===== src/rtl/multicycle_control_unit.sv =====
`default_nettype none
// +----------------------------------------------------------------------------+
// | Module   : multicycle_control_unit                                         |
// | Brief    : Multicycle MIPS-style control FSM; define MCU_IMM_LOGIC_EN to   |
// |            add the andi/ori immediate logic instructions.                  |
// | Revision : 1.0                                                             |
// +----------------------------------------------------------------------------+
module multicycle_control_unit #(
    parameter int ALU_CTRL_W   = 3,
    parameter int ILLEGAL_HALT = 0
) (
    input  logic                  clk,
    input  logic                  rst_n,
    input  logic [5:0]            op_code,
    input  logic [5:0]            funct,
    input  logic                  mem_ready,
    input  logic                  zero,
    output logic                  pc_en,
    output logic                  iord,
    output logic                  ir_write,
    output logic                  mem_w,
    output logic                  reg_w,
    output logic                  reg_dest,
    output logic                  mem_to_reg,
    output logic                  alu_src_a,
    output logic [1:0]            alu_src_b,
    output logic [1:0]            pc_src,
    output logic [ALU_CTRL_W-1:0] alu_control,
    output logic [3:0]            state,
    output logic                  illegal
);

    typedef enum logic [3:0] {
        S_FETCH   = 4'd0,
        S_DECODE  = 4'd1,
        S_MEMADR  = 4'd2,
        S_MEMRD   = 4'd3,
        S_MEMWB   = 4'd4,
        S_MEMWR   = 4'd5,
        S_EXEC    = 4'd6,
        S_ALUWB   = 4'd7,
        S_BRANCH  = 4'd8,
        S_IEXEC   = 4'd9,
        S_IWB     = 4'd10,
        S_JUMP    = 4'd11,
        S_ILLEGAL = 4'd15
    } state_t;

    localparam logic [5:0] OP_RTYPE = 6'b000000;
    localparam logic [5:0] OP_LW    = 6'b100011;
    localparam logic [5:0] OP_SW    = 6'b101011;
    localparam logic [5:0] OP_BEQ   = 6'b000100;
    localparam logic [5:0] OP_ADDI  = 6'b001000;
    localparam logic [5:0] OP_J     = 6'b000010;
`ifdef MCU_IMM_LOGIC_EN
    localparam logic [5:0] OP_ANDI  = 6'b001100;
    localparam logic [5:0] OP_ORI   = 6'b001101;
`endif

    localparam logic [2:0] ALU_ADD = 3'b010;
    localparam logic [2:0] ALU_SUB = 3'b110;
    localparam logic [2:0] ALU_AND = 3'b000;
    localparam logic [2:0] ALU_OR  = 3'b001;
    localparam logic [2:0] ALU_SLT = 3'b111;

    localparam state_t S_ON_ILLEGAL = (ILLEGAL_HALT != 0) ? S_ILLEGAL : S_FETCH;

    state_t     state_q;
    state_t     state_d;
    logic [2:0] alu_op_d;

    always_ff @(posedge clk or negedge rst_n) begin
        if (!rst_n) begin
            state_q <= S_FETCH;
        end else begin
            state_q <= state_d;
        end
    end

    always_comb begin
        state_d    = state_q;
        pc_en      = 1'b0;
        iord       = 1'b0;
        ir_write   = 1'b0;
        mem_w      = 1'b0;
        reg_w      = 1'b0;
        reg_dest   = 1'b0;
        mem_to_reg = 1'b0;
        alu_src_a  = 1'b0;
        alu_src_b  = 2'b00;
        pc_src     = 2'b00;
        alu_op_d   = 3'b000;
        illegal    = 1'b0;
        case (state_q)
            S_FETCH: begin
                alu_src_b = 2'b01;
                alu_op_d  = ALU_ADD;
                // rst_n gating keeps the fetch strobes quiet while reset is held
                if (mem_ready) begin
                    ir_write = rst_n;
                    pc_en    = rst_n;
                    state_d  = S_DECODE;
                end
            end
            S_DECODE: begin
                alu_src_b = 2'b11;
                alu_op_d  = ALU_ADD;
                case (op_code)
                    OP_RTYPE:      state_d = S_EXEC;
                    OP_LW, OP_SW:  state_d = S_MEMADR;
                    OP_BEQ:        state_d = S_BRANCH;
                    OP_ADDI:       state_d = S_IEXEC;
`ifdef MCU_IMM_LOGIC_EN
                    OP_ANDI, OP_ORI: state_d = S_IEXEC;
`endif
                    OP_J:          state_d = S_JUMP;
                    default: begin
                        illegal = 1'b1;
                        state_d = S_ON_ILLEGAL;
                    end
                endcase
            end
            S_MEMADR: begin
                alu_src_a = 1'b1;
                alu_src_b = 2'b10;
                alu_op_d  = ALU_ADD;
                state_d   = (op_code == OP_SW) ? S_MEMWR : S_MEMRD;
            end
            S_MEMRD: begin
                iord = 1'b1;
                if (mem_ready) state_d = S_MEMWB;
            end
            S_MEMWB: begin
                mem_to_reg = 1'b1;
                reg_w      = 1'b1;
                state_d    = S_FETCH;
            end
            S_MEMWR: begin
                iord  = 1'b1;
                mem_w = 1'b1;
                if (mem_ready) state_d = S_FETCH;
            end
            S_EXEC: begin
                alu_src_a = 1'b1;
                state_d   = S_ALUWB;
                case (funct)
                    6'b100000: alu_op_d = ALU_ADD;
                    6'b100010: alu_op_d = ALU_SUB;
                    6'b100100: alu_op_d = ALU_AND;
                    6'b100101: alu_op_d = ALU_OR;
                    6'b101010: alu_op_d = ALU_SLT;
                    default: begin
                        // Skipping ALUWB is what suppresses the register write
                        illegal = 1'b1;
                        state_d = S_ON_ILLEGAL;
                    end
                endcase
            end
            S_ALUWB: begin
                reg_dest = 1'b1;
                reg_w    = 1'b1;
                state_d  = S_FETCH;
            end
            S_BRANCH: begin
                alu_src_a = 1'b1;
                alu_op_d  = ALU_SUB;
                pc_src    = 2'b01;
                pc_en     = zero;
                state_d   = S_FETCH;
            end
            S_IEXEC: begin
                alu_src_a = 1'b1;
                alu_src_b = 2'b10;
                alu_op_d  = ALU_ADD;
`ifdef MCU_IMM_LOGIC_EN
                if (op_code == OP_ANDI) alu_op_d = ALU_AND;
                if (op_code == OP_ORI)  alu_op_d = ALU_OR;
`endif
                state_d = S_IWB;
            end
            S_IWB: begin
                reg_w   = 1'b1;
                state_d = S_FETCH;
            end
            S_JUMP: begin
                pc_src  = 2'b10;
                pc_en   = 1'b1;
                state_d = S_FETCH;
            end
            S_ILLEGAL: state_d = S_ILLEGAL;
            default:   state_d = S_FETCH;
        endcase
    end

    assign alu_control = ALU_CTRL_W'(alu_op_d);
    assign state       = state_q;

endmodule
`default_nettype wire


===== config.mk =====
export PLATFORM = sky130hd
export DESIGN_NAME = multicycle_control_unit
export DESIGN_NICKNAME = d
export VERILOG_FILES = /design/src/rtl/multicycle_control_unit.sv
export SDC_FILE = /design/constraint.sdc
export NUM_CORES = 1
export LEC_CHECK = 0
export CORE_AREA = 2 2 45 47
export CTS_BUF_LIST = sky130_fd_sc_hd__clkbuf_4
export DETAILED_ROUTE_END_ITERATION = 8
export DIE_AREA = 0 0 47 49
export PLACE_DENSITY = 0.85
export SYNTH_ARGS = -nofsm -noshare
export SYNTH_HDL_FRONTEND = slang
export SYNTH_SLANG_ARGS = --single-unit

===== constraint.sdc =====
create_clock -name clk -period 1.4 [get_ports clk]
set_clock_uncertainty 0.05 [all_clocks]
set_input_delay 0.21 -clock clk [delete_from_list [all_inputs] [get_ports clk]]
set_output_delay 0.21 -clock clk [all_outputs]
set_load 0.02 [all_outputs]

==> results of run 1 <==
==> logic make-up after synthesis <==
group           share of synthesized area [%]
simple gates                             41.2
buf+inv                                  9.85
compound gates                           30.5
flops                                    14.6
xor+xnor                                 3.83
==> stage by stage <==
| stage | util (%) | hold slack (ps) |
|---|---|---|
| 2_1_floorplan | - | -136 |
| 3_3_place_gp | 77.3 | 498 |
| 3_5_place_dp | 77.3 | 503 |
| 4_1_cts | 89.3 | 246 |
==> repair_timing <==
item / in CTS
pin swaps: 15
endpoints found under the setup margin: 23
gates resized for setup: 138
buffers inserted: 11
endpoints found under the hold margin: 0
==> results.sh, run 1 <==
export IMPL_status="stopped before the end"
export IMPL_stop_stage="global routing"
export IMPL_error="[ERROR DPL-0033] detailed placement checks failed during check placement."
export IMPL_grt_max_degree=11
export IMPL_synth_seq_cells=4
export IMPL_hold_buffers=0
export IMPL_die_x_um=47
export IMPL_fp_dieH_um=49
export IMPL_cts_inserted_buffers=3
export IMPL_synth_cell_types=40
export IMPL_dp_cells=186
export IMPL_root_buffer="clkbuf_4"
export IMPL_synth_common_cells="10 x nor2_1, 10 x o21ai_0, 8 x nor3_1"
export IMPL_cts_max_path_buffers=2
export IMPL_hpwlAfterDp_um=2380
export IMPL_num_io_pins=36
export IMPL_synth_edff_count=0
export IMPL_start_util_pct=37.2
export IMPL_async_flop_share_pct=100
export IMPL_h_tree_depth=1
export IMPL_synth_yosys_warnings=0
export IMPL_synth_fp_nets=112
export IMPL_yosysTopAreaCellShare_pct=14.6
export IMPL_place_area_sq_um=1420
export IMPL_num_rows=16
export IMPL_worst_endpoint="pc_en"
export IMPL_place_ws_ps=-846
export IMPL_netlist_area_sq_um=686
export IMPL_synthCells=96
export IMPL_grt_antenna_before_repair=0
export IMPL_worstEndpointType="top-level output"
export IMPL_avgSynthCellArea_sq_um=7.14
export IMPL_place_congestion=0.905
export IMPL_yosysSeqAreaShare_pct=14.6
export IMPL_clock_sinks=4
export IMPL_yosys_area_top_type="dfrtp_1"
export IMPL_netlist_top_cells_area="dfrtp_1 15%, o21ai_0 7.3%, nor3_1 5.8%"
export IMPL_ys_flop_type="dfrtp_1"
export IMPL_io_buffers=35
==> inputs of run 2 (changes only) <==
CORE_AREA = 2 2 63 65   (was 2 2 45 47)
CTS_BUF_LIST = not set   (was sky130_fd_sc_hd__clkbuf_4)
DIE_AREA = 0 0 65 67   (was 0 0 47 49)
PLACE_DENSITY = not set   (was 0.85)
PLACE_DENSITY_LB_ADDON = 0.15   (was not set)
==> run 2 against run 1 <==
  * The flow now finishes, with violations (negative setup slack)
  * Synthesized cell count unchanged
  * Synthesized area unchanged
==> results.sh, run 2 <==
export IMPL_setup_ws_ps=-261
export IMPL_final_common_cell="buf_4"
export IMPL_synth_fp_nets=112
export IMPL_grt_max_degree=11
export IMPL_ys_flop_type="dfrtp_1"
export IMPL_critPathRequiredTime_ps=1140
export IMPL_synth_common_cells="10 x nor2_1, 10 x o21ai_0, 8 x nor3_1"
export IMPL_grt_antenna_before_repair=0
export IMPL_arrival_ps=1400
export IMPL_cts_tree="built"
export IMPL_die_x_um=65
export IMPL_async_flop_share_pct=100
export IMPL_drt_iter0_markers=24
export IMPL_netlist_top_cells_area="dfrtp_1 15%, o21ai_0 7.3%, nor3_1 5.8%"
export IMPL_finalCriticalPeriod_ps=1660
export IMPL_fillers=367
export IMPL_yosysTopAreaCellShare_pct=14.6
export IMPL_synth_cell_types=40
export IMPL_power_density_nw_per_um2=1440
export IMPL_design_area_sq_um=1710
export IMPL_gr_usage_all_layers_pct=12.6
export IMPL_avgSynthCellArea_sq_um=7.14
export IMPL_worst_slew_pin_slew_ps=332
export IMPL_layout_nets=189
export IMPL_p_leak_nw=0.735
export IMPL_place_congestion=0.791
export IMPL_register_area_sq_um=105
export IMPL_start_util_pct=19.0
export IMPL_max_stage_delay_ps=520
export IMPL_die_area_sq_um=4360
export IMPL_dr_pass1_iters=4
export IMPL_io_buffers=35
export IMPL_violations="negative setup slack"
export IMPL_final_util_pct=47.4
export IMPL_synth_edff_count=0
export IMPL_crit_path_end_kind="output pin"
export IMPL_hp_class="in2async"
export IMPL_ant_nets=0
export IMPL_slew_headroom_pct=77.6
export IMPL_synth_yosys_warnings=0
export IMPL_cts_inserted_buffers=3
export IMPL_worst_setup_path_type="reg2out"
export IMPL_hpwlAfterDp_um=2140
export IMPL_synth_seq_cells=4
export IMPL_antenna_cells=0
export IMPL_num_vias=1004
export IMPL_finalSetupViolCount=19
export IMPL_routed_wirelength_um=2780
export IMPL_multi_input_area_sq_um=754
export IMPL_cpLargestDelayFamily="flip-flops"
export IMPL_worst_path_buf_inv=3
export IMPL_fp_dieH_um=67
export IMPL_fin_crit_sh_pct=119
export IMPL_yosys_area_top_type="dfrtp_1"
export IMPL_startpoint_type="register"
export IMPL_critPathMostFrequentCell="buf_6"
export IMPL_cpMaxStageDelayCell="dfrtp_2"
export IMPL_h_tree_depth=1
export IMPL_clock_sinks=4
export IMPL_vias_per_cell=4.58
export IMPL_routedWlPerCell_um=12.7
export IMPL_place_area_sq_um=1440
export IMPL_max_freq_ghz=0.602
export IMPL_drc=0
export IMPL_root_buffer="clkbuf_8"
export IMPL_hold_buffers=0
export IMPL_clk_pin_slew_worst_paths_ps=30
export IMPL_core_area_sq_um=3610
export IMPL_rsz0062_at_grt="yes"
export IMPL_synthCells=96
export IMPL_clkLatencyLatePin_ps=220
export IMPL_largest_reg_flops=4
export IMPL_max_cap_violations=0
export IMPL_yosysSeqAreaShare_pct=14.6
export IMPL_num_rows=22
export IMPL_slew_viol_final=0
export IMPL_mostFrequentLayoutCells="38 x buf_4, 20 x buf_6, 9 x dlygate4sd2_1"
export IMPL_num_io_pins=36
export IMPL_cp_max_fo=8
export IMPL_grt_pass1_wl_um=4260
export IMPL_grt_pass1_vias=944
export IMPL_status="finished with violations"
export IMPL_netlist_area_sq_um=686
export IMPL_drive_gt1_share_pct=67.3
export IMPL_vdd_ir_drop_worst_uv=566
export IMPL_grt_overflow_total=0
export IMPL_cts_max_path_buffers=2
export IMPL_crit_chain="inv_4, nand2_4, buf_6, nor2_4, a211o_1, buf_6"
export IMPL_synthToLayoutAreaGrowth_pct=149
export IMPL_finalHoldViolations=0
==> run 2: cell counts after synthesis <==
No cell type changed its count.
==> run 2: area by class of cell <==
cell class,count,area share [%]
clock buffer,3,2.42
timing repair buffer,80,43.2
sequential,4,6.15
inverter,2,0.586
tap,48,3.52
multi-input combinational,82,44.2
==> run 2: where the power goes <==
group	switching (mW)	internal, mW	total [mW]
sequential	0.105	0.158	0.263
combinational	0.907	1.05	1.96
clock	0.0585	0.183	0.242
==> run 2: logic make-up after synthesis <==
kind of cell | Yosys count | share of synthesized area, %
xor gates and xnor gates | 3 | 3.83
buffers and inverters | 10 | 9.85
AOI/OAI and AO/OA | 30 | 30.5
and+or+nand+nor | 49 | 41.2
DFF | 4 | 14.6
==> run 2: worst paths after layout <==
kind / start / slack, ps / end / cells after the start
setup / recovery: state[2]$_DFFE_PN0P_ / -260 / pc_en / 6
hold / removal: rst_n / 270 / state[2]$_DFFE_PN0P_ / 2
setup reg to reg: state[3]$_DFFE_PN0P_ / -160 / state[0]$_DFFE_PN0P_ / 7
hold reg to reg: state[2]$_DFFE_PN0P_ / 650 / state[3]$_DFFE_PN0P_ / 1
max in group asynchronous: rst_n / 920 / state[3]$_DFFE_PN0P_ / 2
min in group clk: op_code[4] / 450 / state[1]$_DFFE_PN0P_ / 5
==> run 2: stage by stage <==
step	power [mW]	worst slack [ps]	hold slack [ps]	setup TNS [ps]	instances
after floorplan	1.13	-157	-136	-877	96
after global placement	1.82	-767	489	-9200	205
after detailed placement	1.83	-794	490	-9370	205
after CTS	2.31	-272	263	-3080	214
after global routing	2.63	-314	265	-4090	219
final	2.46	-261	266	-3100	219
==> run 2: repair_timing <==
action                     CTS  global route
buffers inserted             6             6
pin swaps                   15            13
gates resized for setup    133            25
setup endpoints to repair   23            23
==> run 2: layer usage <==
metal | wire [um] | track usage [%] | vias up
met5 | 0 | 0 | -
met1 | 1230 | 15.5 | 468
met4 | 12 | 3.99 | 0
li1 | - | - | 514
met2 | 1460 | 22.9 | 20
met3 | 78 | 1.18 | 2
No activity file was read; power rests on OpenSTA's default activity.
==> inputs of run 3 (changes only) <==
CTS_CLUSTER_SIZE = 30   (was not set)
==> results of run 3 <==
Same layout as run 2: the final DEF is identical, and so are final timing and power.
